--- src/rtl/pe_result_drain.sv ---
// pe_result_drain: tail collector for the PE systolic chain.
// Captures results from the last PE, which cannot be stalled, into a small FIFO.
// Each word is width-converted as it is pushed. Words leave through a registered
// AXI-Stream master stage, with tlast marking every FRAME_LEN beats. A flush
// cuts the current frame short at the last buffered word.
// Optional build macro: PE_DRAIN_SAT_EN. When it is defined, narrowing saturates;
// otherwise narrowing truncates.
module pe_result_drain #(
    parameter int DATA_WIDTH   = 8,
    parameter int WEIGHT_WIDTH = 1,
    parameter int OUT_WIDTH    = 8,
    parameter int FRAME_LEN    = 16,
    parameter int FIFO_DEPTH   = 8
) (
    input  logic                                clk,
    input  logic                                rst,
    input  logic                                enable,
    input  logic [DATA_WIDTH+WEIGHT_WIDTH:0]    in_result,
    input  logic                                in_valid,
    output logic [OUT_WIDTH-1:0]                m_axis_tdata,
    output logic                                m_axis_tvalid,
    input  logic                                m_axis_tready,
    output logic                                m_axis_tlast,
    output logic                                frame_done,
    output logic                                overflow,
    output logic [$clog2(FIFO_DEPTH):0]         fifo_count
);

    localparam int RW = DATA_WIDTH + WEIGHT_WIDTH + 1;
    localparam int AW = $clog2(FIFO_DEPTH);
    localparam int CW = AW + 1;
    localparam int XW = (RW > OUT_WIDTH) ? RW : OUT_WIDTH;
    localparam int BW = (FRAME_LEN > 1) ? $clog2(FRAME_LEN) : 1;

    typedef enum logic [1:0] {
        IDLE  = 2'd0,
        RUN   = 2'd1,
        FLUSH = 2'd2
    } state_t;

    state_t                 state;
    logic [OUT_WIDTH-1:0]   mem [FIFO_DEPTH];
    logic [AW-1:0]          wr_ptr;
    logic [AW-1:0]          rd_ptr;
    logic [CW-1:0]          count;
    logic [OUT_WIDTH-1:0]   out_data;
    logic                   out_valid;
    logic                   out_last;
    logic [BW-1:0]          beat_cnt;
    logic                   overflow_q;

    logic                   full;
    logic                   empty;
    logic                   push;
    logic                   drop;
    logic                   hs;
    logic                   load;
    logic [BW-1:0]          cnt_after;
    logic                   next_last;
    logic [OUT_WIDTH-1:0]   conv_word;

    // Zero-extend, then narrow. Narrowing either truncates or clamps to the
    // largest value OUT_WIDTH bits can hold.
    function automatic logic [OUT_WIDTH-1:0] convert(input logic [RW-1:0] v);
        logic [XW-1:0] ext;
        ext = XW'(v);
`ifdef PE_DRAIN_SAT_EN
        if ((ext >> OUT_WIDTH) != '0) begin
            return '1;
        end
`endif
        return ext[OUT_WIDTH-1:0];
    endfunction

    // Push/pop qualification and the tlast decision for the word entering the output register.
    always_comb begin
        // NOTE: every signal assigned here gets a default first. A path that
        // leaves a signal unassigned would infer a latch.
        cnt_after = beat_cnt;
        next_last = 1'b0;
        full      = (count == CW'(FIFO_DEPTH));
        empty     = (count == '0);
        // Full is judged on the registered count, so a same-cycle pop cannot make room.
        push      = (state == RUN) && in_valid && !full;
        drop      = (state == RUN) && in_valid && full;
        hs        = out_valid && m_axis_tready;
        load      = !empty && (!out_valid || hs);
        conv_word = convert(in_result);
        // This is the beat index the newly loaded word will carry, after any handshake this cycle.
        if (hs) begin
            cnt_after = out_last ? '0 : beat_cnt + 1'b1;
        end
        // Nothing is pushed in FLUSH, so a single entry is the final buffered word.
        next_last = (cnt_after == BW'(FRAME_LEN - 1)) ||
                    ((state == FLUSH) && (count == CW'(1)));
    end

    // Mode sequencing: accept while enabled, then drain until nothing is left.
    always_ff @(posedge clk) begin
        // NOTE: sequential state uses non-blocking assignments only. All
        // registers then update together from values sampled before the edge.
        if (rst) begin
            state <= IDLE;
        end else begin
            case (state)
                IDLE:    if (enable) state <= RUN;
                RUN:     if (!enable) state <= FLUSH;
                FLUSH: begin
                    if (enable)                  state <= RUN;
                    else if (empty && !out_valid) state <= IDLE;
                end
                default: state <= IDLE;
            endcase
        end
    end

    // FIFO pointers and exact occupancy. A simultaneous push and pop leaves the count unchanged.
    always_ff @(posedge clk) begin
        if (rst) begin
            wr_ptr <= '0;
            rd_ptr <= '0;
            count  <= '0;
        end else begin
            if (push) wr_ptr <= wr_ptr + 1'b1;
            if (load) rd_ptr <= rd_ptr + 1'b1;
            count <= count + CW'(push) - CW'(load);
        end
    end

    // FIFO storage, written with the already-converted word.
    always_ff @(posedge clk) begin
        // NOTE: the storage array has no reset. Clearing the pointers and the count
        // is enough to make stale contents unreachable.
        if (push) begin
            mem[wr_ptr] <= conv_word;
        end
    end

    // Output register: refilled when empty or on handshake; otherwise data and tlast are held.
    always_ff @(posedge clk) begin
        if (rst) begin
            out_data  <= '0;
            out_valid <= 1'b0;
            out_last  <= 1'b0;
        end else if (load) begin
            out_data  <= mem[rd_ptr];
            out_valid <= 1'b1;
            out_last  <= next_last;
        end else if (hs) begin
            out_valid <= 1'b0;
            out_last  <= 1'b0;
        end
    end

    // Beat counter and the sticky overflow flag.
    always_ff @(posedge clk) begin
        if (rst) begin
            beat_cnt   <= '0;
            overflow_q <= 1'b0;
        end else begin
            if (hs) beat_cnt <= cnt_after;
            if (drop) overflow_q <= 1'b1;
        end
    end

    assign m_axis_tdata  = out_data;
    assign m_axis_tvalid = out_valid;
    assign m_axis_tlast  = out_last;
    assign frame_done    = hs && out_last;
    assign overflow      = overflow_q;
    assign fifo_count    = count;

endmodule

--- config.mk ---
export PLATFORM = sky130hd
export DESIGN_NAME = pe_result_drain
export DESIGN_NICKNAME = d
export VERILOG_FILES = /design/src/rtl/pe_result_drain.sv
export SDC_FILE = /design/constraint.sdc
export NUM_CORES = 1
export LEC_CHECK = 0
export CAP_MARGIN = 5
export CORE_ASPECT_RATIO = 0.7
export CORE_MARGIN = 2
export CORE_UTILIZATION = 51
export DETAILED_ROUTE_END_ITERATION = 12
export HOLD_SLACK_MARGIN = 0.06
export PLACE_DENSITY = 0.74
export SKIP_CTS_REPAIR_TIMING = 1
export SLEW_MARGIN = 10
export SYNTH_ARGS = -nofsm -noshare
export SYNTH_HDL_FRONTEND = slang
export SYNTH_SLANG_ARGS = --single-unit
--- constraint.sdc ---
create_clock -name clk -period 2.3 [get_ports clk]
set_input_delay 0.46 -clock clk [delete_from_list [all_inputs] [get_ports clk]]
set_output_delay 0.46 -clock clk [all_outputs]
set_load 0.02 [all_outputs]
== Word level (Yosys, flattened, before mapping) ==
Memories as Yosys holds them, arrays and structs flattened. A register that Yosys moved wholly into a read port is not among the register bits.
Cells that the tools add are included.

* Register bits after elaboration: 19
* Memory bits (writable): 64
* Input port bits: 15
* Logic and storage cells: 51
* Memories kept: 1

{| class="wikitable"
|+ Memories
! memory !! words !! bits a word !! read ports !! clocked after memory_dff !! write ports !! RTL line !! source
|-
| mem || 8 || 8 || 1 || 1 || 1 || 42 || <nowiki>logic [OUT_WIDTH-1:0] mem [FIFO_DEPTH];</nowiki>
|}

* $add $sub $neg: 5
* Equal/unequal tests: 8
* Multiplexer cells: 12
* Reduce and logical (&&, ||, !) cells: 17

{| class="wikitable"
|+ Operators with widths
! kind !! count
|-
| $eq 4x4->1 const B || 2
|-
| $logic_and 1x1->1 || 8
|-
| $mux 2 || 4
|-
| $mux 4 || 2
|-
| $add 3x1->3 const B || 2
|-
| $pmux 2 s3 || 1
|-
| $mux 1 || 5
|-
| $add 4x1->4 || 1
|-
| $add 4x1->4 const B || 1
|-
| $eq 4x1->1 const B || 1
|-
| $logic_not 4->1 || 1
|-
| $ne 2x2->1 const B || 2
|-
| $sub 4x1->4 || 1
|-
| $logic_not 1->1 || 3
|-
| $ne 3x2->1 const B || 1
|-
| $reduce_and 3->1 || 1
|-
| $eq 2x1->1 const B || 1
|-
| $eq 2x2->1 const B || 1
|-
| $logic_not 2->1 || 1
|-
| $logic_or 1x1->1 || 2
|-
| $reduce_bool 2->1 || 1
|}

== Logic depth before layout (Yosys ltp) ==
Gate-level depths: netlist (run 1).

* Depth in word-level cells: 6
* Depth in mapped cells: 12

== Worst setup path after synthesis (run 1) ==
No wires, ideal clock.

* Path kind: reg2reg
* Start: register count[2], in the netlist fifo_count[2]
* End: register count[2], in the netlist fifo_count[2]
* Setup time: 128 ps
* Data arrival time: 2345 ps
* Data required time: 2172 ps
* Setup slack: -173 ps
* Cell stages (with the launch flop): 13
* Path buffers: 1
* Clock period less this slack: 2473 ps
* Cell sequence: dfxtp_1 -> inv_1 -> ha_1 -> or3b_4 -> and2_4 -> buf_6 -> ha_1 -> inv_1 -> ha_1 -> inv_1 -> fa_1 -> xor2_1 -> nor2_1

* Elaborated cells between the ends (all ways): 8

{| class="wikitable"
|+ RTL lines
! element !! RTL line !! source
|-
| from (decl) || 45 || <nowiki>logic [CW-1:0] count;</nowiki>
|-
| from (signal assigned) || 126 || <nowiki>count <= count + CW'(push) - CW'(load);</nowiki>
|-
| $logic_not 4->1 || 82 || <nowiki>empty = (count == '0);</nowiki>
|-
| $logic_not 1->1 || 87 || <nowiki>load = !empty && (!out_valid || hs);</nowiki>
|-
| $logic_and 1x1->1 || 87 ||
|-
| net load || 57 || <nowiki>logic load;</nowiki>
|-
| $sub 4x1->4 || 126 ||
|}

The timed path passes the listed nets, and every way through them passes these cells.
A chain may end at the register's enable or synchronous reset.

== Worst setup path after layout (run 1) ==
* Start: register count[2], in the netlist fifo_count[2]
* End: register count[1], in the netlist fifo_count[1]

* Word-level cells in the longest chain between the ends: 5
* Elaborated cells between the ends (all ways): 8

{| class="wikitable"
|+ Ends and longest elaborated chain
! element !! RTL line !! source
|-
| $eq 4x4->1 || 81 || <nowiki>full = (count == CW'(FIFO_DEPTH));</nowiki>
|-
| $logic_not 1->1 || 84 || <nowiki>push = (state == RUN) && in_valid && !full;</nowiki>
|-
| $logic_and 1x1->1 || 84 ||
|-
| $add 4x1->4 || 126 ||
|-
| $sub 4x1->4 * || 126 ||
|}

Mark *: on every way between the ends. The rest lies on a longest branch, timed or not.

==> flow_summary.yaml, run 1 <==
placed_design:
  gp_congestion: 0.7688
  hpwl_mm: 4.398
  io_buffers: 28
  pre_cts_ws_ps: -130.1
finish:
  area_delta_synth_final_pct: 21.52
  n_antenna_cell: 0
  drive_gt1_share_pct: 23.39
  nets: 315
  fillCellCount: 528
clocking:
  clk_latency_ps: 350
  clkTransAtPathRegs_ps: 90
  htree_levels: 3
  cts_buffers: 9
  clk_path_buf_depth: 2
  cts_tree: "yes"
  numClockSinks: 91
  clockRootBuffer: "clkbuf_8"
floorplanning:
  dieArea_sq_um: 8006
  ioPinCount: 31
  die_h_um: 75.47
  rows: 26
  coreArea_sq_um: 7189
  initial_core_util_pct: 51.76
  chipWidth_um: 106.1
timing:
  slew_violations: 0
  setup_viol: 0
  fin_crit_sh_pct: 96.35
  max_freq_mhz: 451.3
  tns_ps: 0
  fin_worst_skew_ps: 9.816
  fin_ws_ps: 83.97
  hold_viol: 0
  tightest_slew_ps: 632.0
  period_minus_slack_ps: 2216
  max_slew_margin_pct: 57.81
grt:
  grt_pass1_wl_mm: 10.16
  antenna_found_initial: 0
  gr-total-overflow: 0
  grt_usage_pct: 17.64
  grt_max_degree: 21
  first_global_vias: 1951
worst_hold_path:
  hold_path.class: "reg -> reg"
  hold_end: "state[0]$_SDFFE_PP0P_"
  hold_depth: 1
  min_from: "state[1]$_SDFFE_PP0P_"
synthesis:
  synth_common_cells: "edfxtp_1, dfxtp_1, nor2_1, a211oi_1"
  ys.flop_type: "edfxtp_1"
  synth-seq-cells: 91
  yosysWarnings: 0
  syn_area_per_cell_sq_um: 15.83
  synth_fa_ha_area_share_pct: 3.564
  synth_top_family_by_area: "multiplexers"
  ys_async_sr_fraction_pct: 0
  yosysMostFrequentCell: "edfxtp_1"
  ys_top_cells_by_area: "edfxtp_1, dfxtp_1, mux4_2, mux4_1, ha_1"
  ys_seq_area_share_pct: 66.17
  synth_simple_gate_area_share_pct: 7.734
  synth_fp_nets: 260
  synth_cells: 235
  synth_xor_area_share_pct: 1.412
  synth_top_area_share_pct: 51.65
  synth_edf_count: 64
  synthesis.area_sq_um: 3721
  synthDistinctLibCells: 41
  muxShareOfSynthArea_pct: 13.11
  synth_top_area_cell: "edfxtp_1"
  synth_compound_area_share_pct: 4.909
detailed_routing:
  drc: 0
  num_vias: 2089
  dr.pass1.iters: 4
  via_per_inst: 5.316
  post_drt_wl_per_cell_um: 16.56
  final_antenna_net_count: 0
  drt_wl_total_mm: 6.507
  drt-initial-drc-count: 123
setup_path:
  regToRegEndpoint: "fifo_count[1]$_SDFF_PP0_"
  rr_startpoint: "fifo_count[2]$_SDFF_PP0_"
  worstPathArrival_ps: 2470
  cp.required_ps: 2550
  rrSetupSlack_ps: 80
  worst_setup_path_end_kind: "register"
  ff2ff_path_depth: 11
  startpoint_type: "register"
  cp_max_fo: 3
  path_class: "reg -> reg"
pwr:
  ir_worst_vdd_mv: 0.4422
  powerDensity_nw_per_um2: 1029
  p_leak_nw: 1.593
run_status:
  run_status: "finished clean"
job:
  maxCapViolCount: 0
[area by class of cell]
type	count	area (sq um)	area share, %
Timing Repair Buffer	54	490.5	10.85
Clock buffer	9	123.9	2.739
Clock inverter	7	75.07	1.660
Multi-Input combinational cell	126	1205	26.65
Inverter	8	35.03	0.7748
Tap cell	98	122.6	2.712
Sequential cell	91	2470	54.62
[per-stage QoR]
| step | hold slack (ps) | cells | util, % | area [sq um] | total power [mW] |
|---|---|---|---|---|---|
| CTS | 474.0 | 393 | 62.53 | 4496 | 4.677 |
| global route | 519.1 | 393 | 62.90 | 4522 | 4.935 |
| finish | 479.0 | 393 | 62.90 | 4522 | 4.654 |
| global placement | 455.7 | 377 | 59.76 | 4297 | 3.565 |
| floorplan | 431.1 | 235 | - | 3771 | 3.176 |
| detailed placement | 453.0 | 377 | 59.76 | 4297 | 3.605 |
[layout by cell type, fill, tap and decap left out, types with 3 or more instances in the layout]
cell type / netlist / routed
edfxtp_1: 64 / 64
clkdlybuf4s50_1: 0 / 27
nor2_1: 26 / 26
dfxtp_1: 27 / 25
buf_4: 1 / 25
a211oi_1: 10 / 10
mux4_2: 9 / 9
mux2i_1: 9 / 9
clkbuf_8: 0 / 9
mux4_1: 7 / 7
nand2b_1: 6 / 6
nand2_1: 6 / 6
a21oi_1: 7 / 6
ha_1: 9 / 5
xor2_1: 4 / 4
nor2b_1: 4 / 4
ha_4: 0 / 4
inv_2: 0 / 3
inv_1: 8 / 3
nor3_1: 3 / 3
nand3_1: 3 / 3
[worst max-delay path: stages (launching register included)]
cell	delay [ps]
dfxtp_4	360
inv_4	80
ha_4	130
or3b_4	370
and2_4	160
inv_4	60
ha_4	190
inv_2	60
ha_4	130
inv_2	40
fa_2	510
nor2_1	40
[cell families after synthesis]
kind of cell    after synthesis
compound gates               27
mux                          26
xor+xnor                      6
simple gates                 57
fa+ha+maj                    10
buf+inv                      18
flops                        91
[report_power, final]
part / internal, mW / switching (mW) / total, mW
Clock: 0.510 / 0.559 / 1.07
Sequential: 1.90 / 0.117 / 2.02
Combinational: 0.812 / 0.754 / 1.57
Total: 3.22 / 1.43 / 4.65
[layer usage]
layer  track usage, %  vias up  share of wire [%]
li1                 -     1014                  -
met4            5.263        0               0.66
met1            24.05     1035                 49
met3            5.133        6                3.4
met2            28.32       34                 47
met5                0        -                  0
[how the worst max path moves through the flow]
| stage | start | end | slack (ps) | cells after the start |
|---|---|---|---|---|
| floorplan | fifo_count[3]$_SDFF_PP0_ | fifo_count[1]$_SDFF_PP0_ | 30 | 11 |
| global placement | in_valid | fifo_count[1]$_SDFF_PP0_ | -120 | 10 |
| detailed placement | in_valid | fifo_count[1]$_SDFF_PP0_ | -130 | 10 |
| CTS | m_axis_tready | frame_done | -20 | 4 |
| global route | fifo_count[2]$_SDFF_PP0_ | fifo_count[1]$_SDFF_PP0_ | -5 | 11 |
| finish | fifo_count[2]$_SDFF_PP0_ | fifo_count[1]$_SDFF_PP0_ | 80 | 11 |
[flip-flops by register name, indices dropped and copies added (netlist names)]
name and cells:
mem 64, overflow 1, m_axis_tvalid 1, state 2, m_axis_tdata 8, m_axis_tlast 1
fifo_count 4, wr_ptr 3, rd_ptr 3, beat_cnt 4
No activity file was read; power rests on OpenSTA's default activity.
==> inputs of run 2 (changes only) <==
--- a/config.mk
+++ b/config.mk
@@ -8,10 +8,10 @@
 export CAP_MARGIN = 5
 export CORE_ASPECT_RATIO = 0.7
 export CORE_MARGIN = 2
-export CORE_UTILIZATION = 51
+export CORE_UTILIZATION = 31
+export CTS_CLUSTER_SIZE = 16
 export DETAILED_ROUTE_END_ITERATION = 12
 export HOLD_SLACK_MARGIN = 0.06
-export PLACE_DENSITY = 0.74
 export SKIP_CTS_REPAIR_TIMING = 1
 export SLEW_MARGIN = 10
 export SYNTH_ARGS = -nofsm -noshare
==> flow_summary.yaml, run 2 (synthesis results as in run 1) <==
run_status:
  run_status: "finished clean"
setup_path:
  cpPeakStageDelay_ps: 500
  worstPathArrival_ps: 2430
  worst_setup_path_end_kind: "register"
  critPathBufInv: 4
  path_class: "reg -> reg"
  cp_max_fo: 3
  cp.required_ps: 2520
  crit_path_cell_trace: "inv_4, ha_4, or3b_4, and2_4, inv_2, ha_4, inv_2, ha_4, inv_2, fa_2, nor2_1"
  startpoint_type: "register"
  critical-path-slowest-cell: "fa_2"
  cp_top_family: "adder cells"
detailed_routing:
  drt-initial-drc-count: 79
  drt_wl_total_mm: 6.660
  drc: 0
  via_per_inst: 4.468
  final_antenna_net_count: 0
  dr.pass1.iters: 5
  post_drt_wl_per_cell_um: 15.00
  num_vias: 1984
grt:
  first_global_vias: 1938
  grt_pass1_wl_mm: 10.30
  gr-total-overflow: 0
  grt_max_degree: 28
  grt_usage_pct: 11.04
  antenna_found_initial: 0
  met1_usage_pct: 15.11
  grtUsageMet2_pct: 16.03
  grt_busiest_layer: "met2"
  met3_usage_pct: 4.413
clocking:
  clk_path_buf_depth: 2
  clockRootBuffer: "clkbuf_16"
  numClockSinks: 91
  clk_latency_ps: 330
  htree_levels: 3
  clkTransAtPathRegs_ps: 60
  cts_buffers: 9
  cts_tree: "yes"
finish:
  regMostFlops: "mem"
  area_delta_synth_final_pct: 23.54
  nets: 307
  mostFrequentLayoutCells: "edfxtp_1, clkdlybuf4s50_1, nor2_1"
  largest_register_ffs: 64
  final_core_util_pct: 39.20
  final_common_cell: "edfxtp_1"
  stdcell_count: 444
  drive_gt1_share_pct: 19.86
  multi_input_area_sq_um: 1205
  fillCellCount: 1116
  register_area_sq_um: 2470
  postLayoutCellArea_sq_um: 4597
  n_antenna_cell: 0
timing:
  tightest_slew_ps: 589.4
  fin_worst_skew_ps: 5.802
  tns_ps: 0
  rsz0062_at_grt: "no"
  fin_crit_sh_pct: 96.21
  max_freq_mhz: 451.9
  timing.hold.ws_ps: 473.3
  period_minus_slack_ps: 2213
  fin_ws_ps: 87.27
  max_slew_margin_pct: 60.65
  hold_viol: 0
  slew_violations: 0
  setup_viol: 0
job:
  maxCapViolCount: 0
placed_design:
  placed_area_sq_um: 4310
  hpwl_mm: 4.474
  pre_cts_ws_ps: -130.7
  placed_cells: 428
  io_buffers: 28
  gp_congestion: 0.7562
pwr:
  p_total_mw: 4.902
  ir_worst_vdd_mv: 0.4274
  powerDensity_nw_per_um2: 1066
  p_leak_nw: 1.570
floorplanning:
  coreArea_sq_um: 11730
  ioPinCount: 31
  die_h_um: 95.67
  rows: 33
  dieArea_sq_um: 12910
  initial_core_util_pct: 31.73
  chipWidth_um: 135.0
worst_hold_path:
  hold_path.class: "reg -> reg"
==> run 2: cell count changes in the layout (fill, tap and decap cells not counted) <==
cell,delta
inv_2,+1
clkbuf_8,-9
clkbuf_16,+9
clkbuf_1,+2
inv_6,-2
inv_4,-1
clkinv_2,-2
clkinvlp_2,+1
bufinv_16,-1
buf_4,-8
clkinv_1,+2
==> run 2: cell type report <==
class,instances,area share [%]
Timing Repair Buffer,46,9.363
Sequential cell,91,53.73
Inverter,8,0.7077
Clock buffer,11,5.063
Clock inverter,5,0.6532
Multi-Input combinational cell,126,26.21
Tap cell,157,4.273
==> run 2: final timing paths <==
check	end	from	cells after the start	slack [ps]
worst max-delay path	fifo_count[1]$_SDFF_PP0_	fifo_count[2]$_SDFF_PP0_	11	90
worst min-delay path	overflow$_SDFFE_PP0P_	overflow$_SDFFE_PP0P_	2	470
worst max register to register	fifo_count[1]$_SDFF_PP0_	fifo_count[2]$_SDFF_PP0_	11	90
worst min register to register	overflow$_SDFFE_PP0P_	overflow$_SDFFE_PP0P_	2	470
==> run 2: worst reg2reg max path: stages, from the launching register on <==
cell	delay, ps
dfxtp_4	350
inv_4	80
ha_4	130
or3b_4	370
and2_4	150
inv_2	70
ha_4	200
inv_2	60
ha_4	130
inv_2	40
fa_2	500
nor2_1	40
==> run 2: power by group <==
part	internal (mW)	switching [mW]
combinational	0.815	0.730
sequential	1.91	0.156
clock	0.726	0.570
==> run 2: per-layer routing <==
metal	routed length, um	up-vias
li1	-	993
met1	3352	946
met2	2857	40
met3	408	5
met4	42	0
met5	0	-
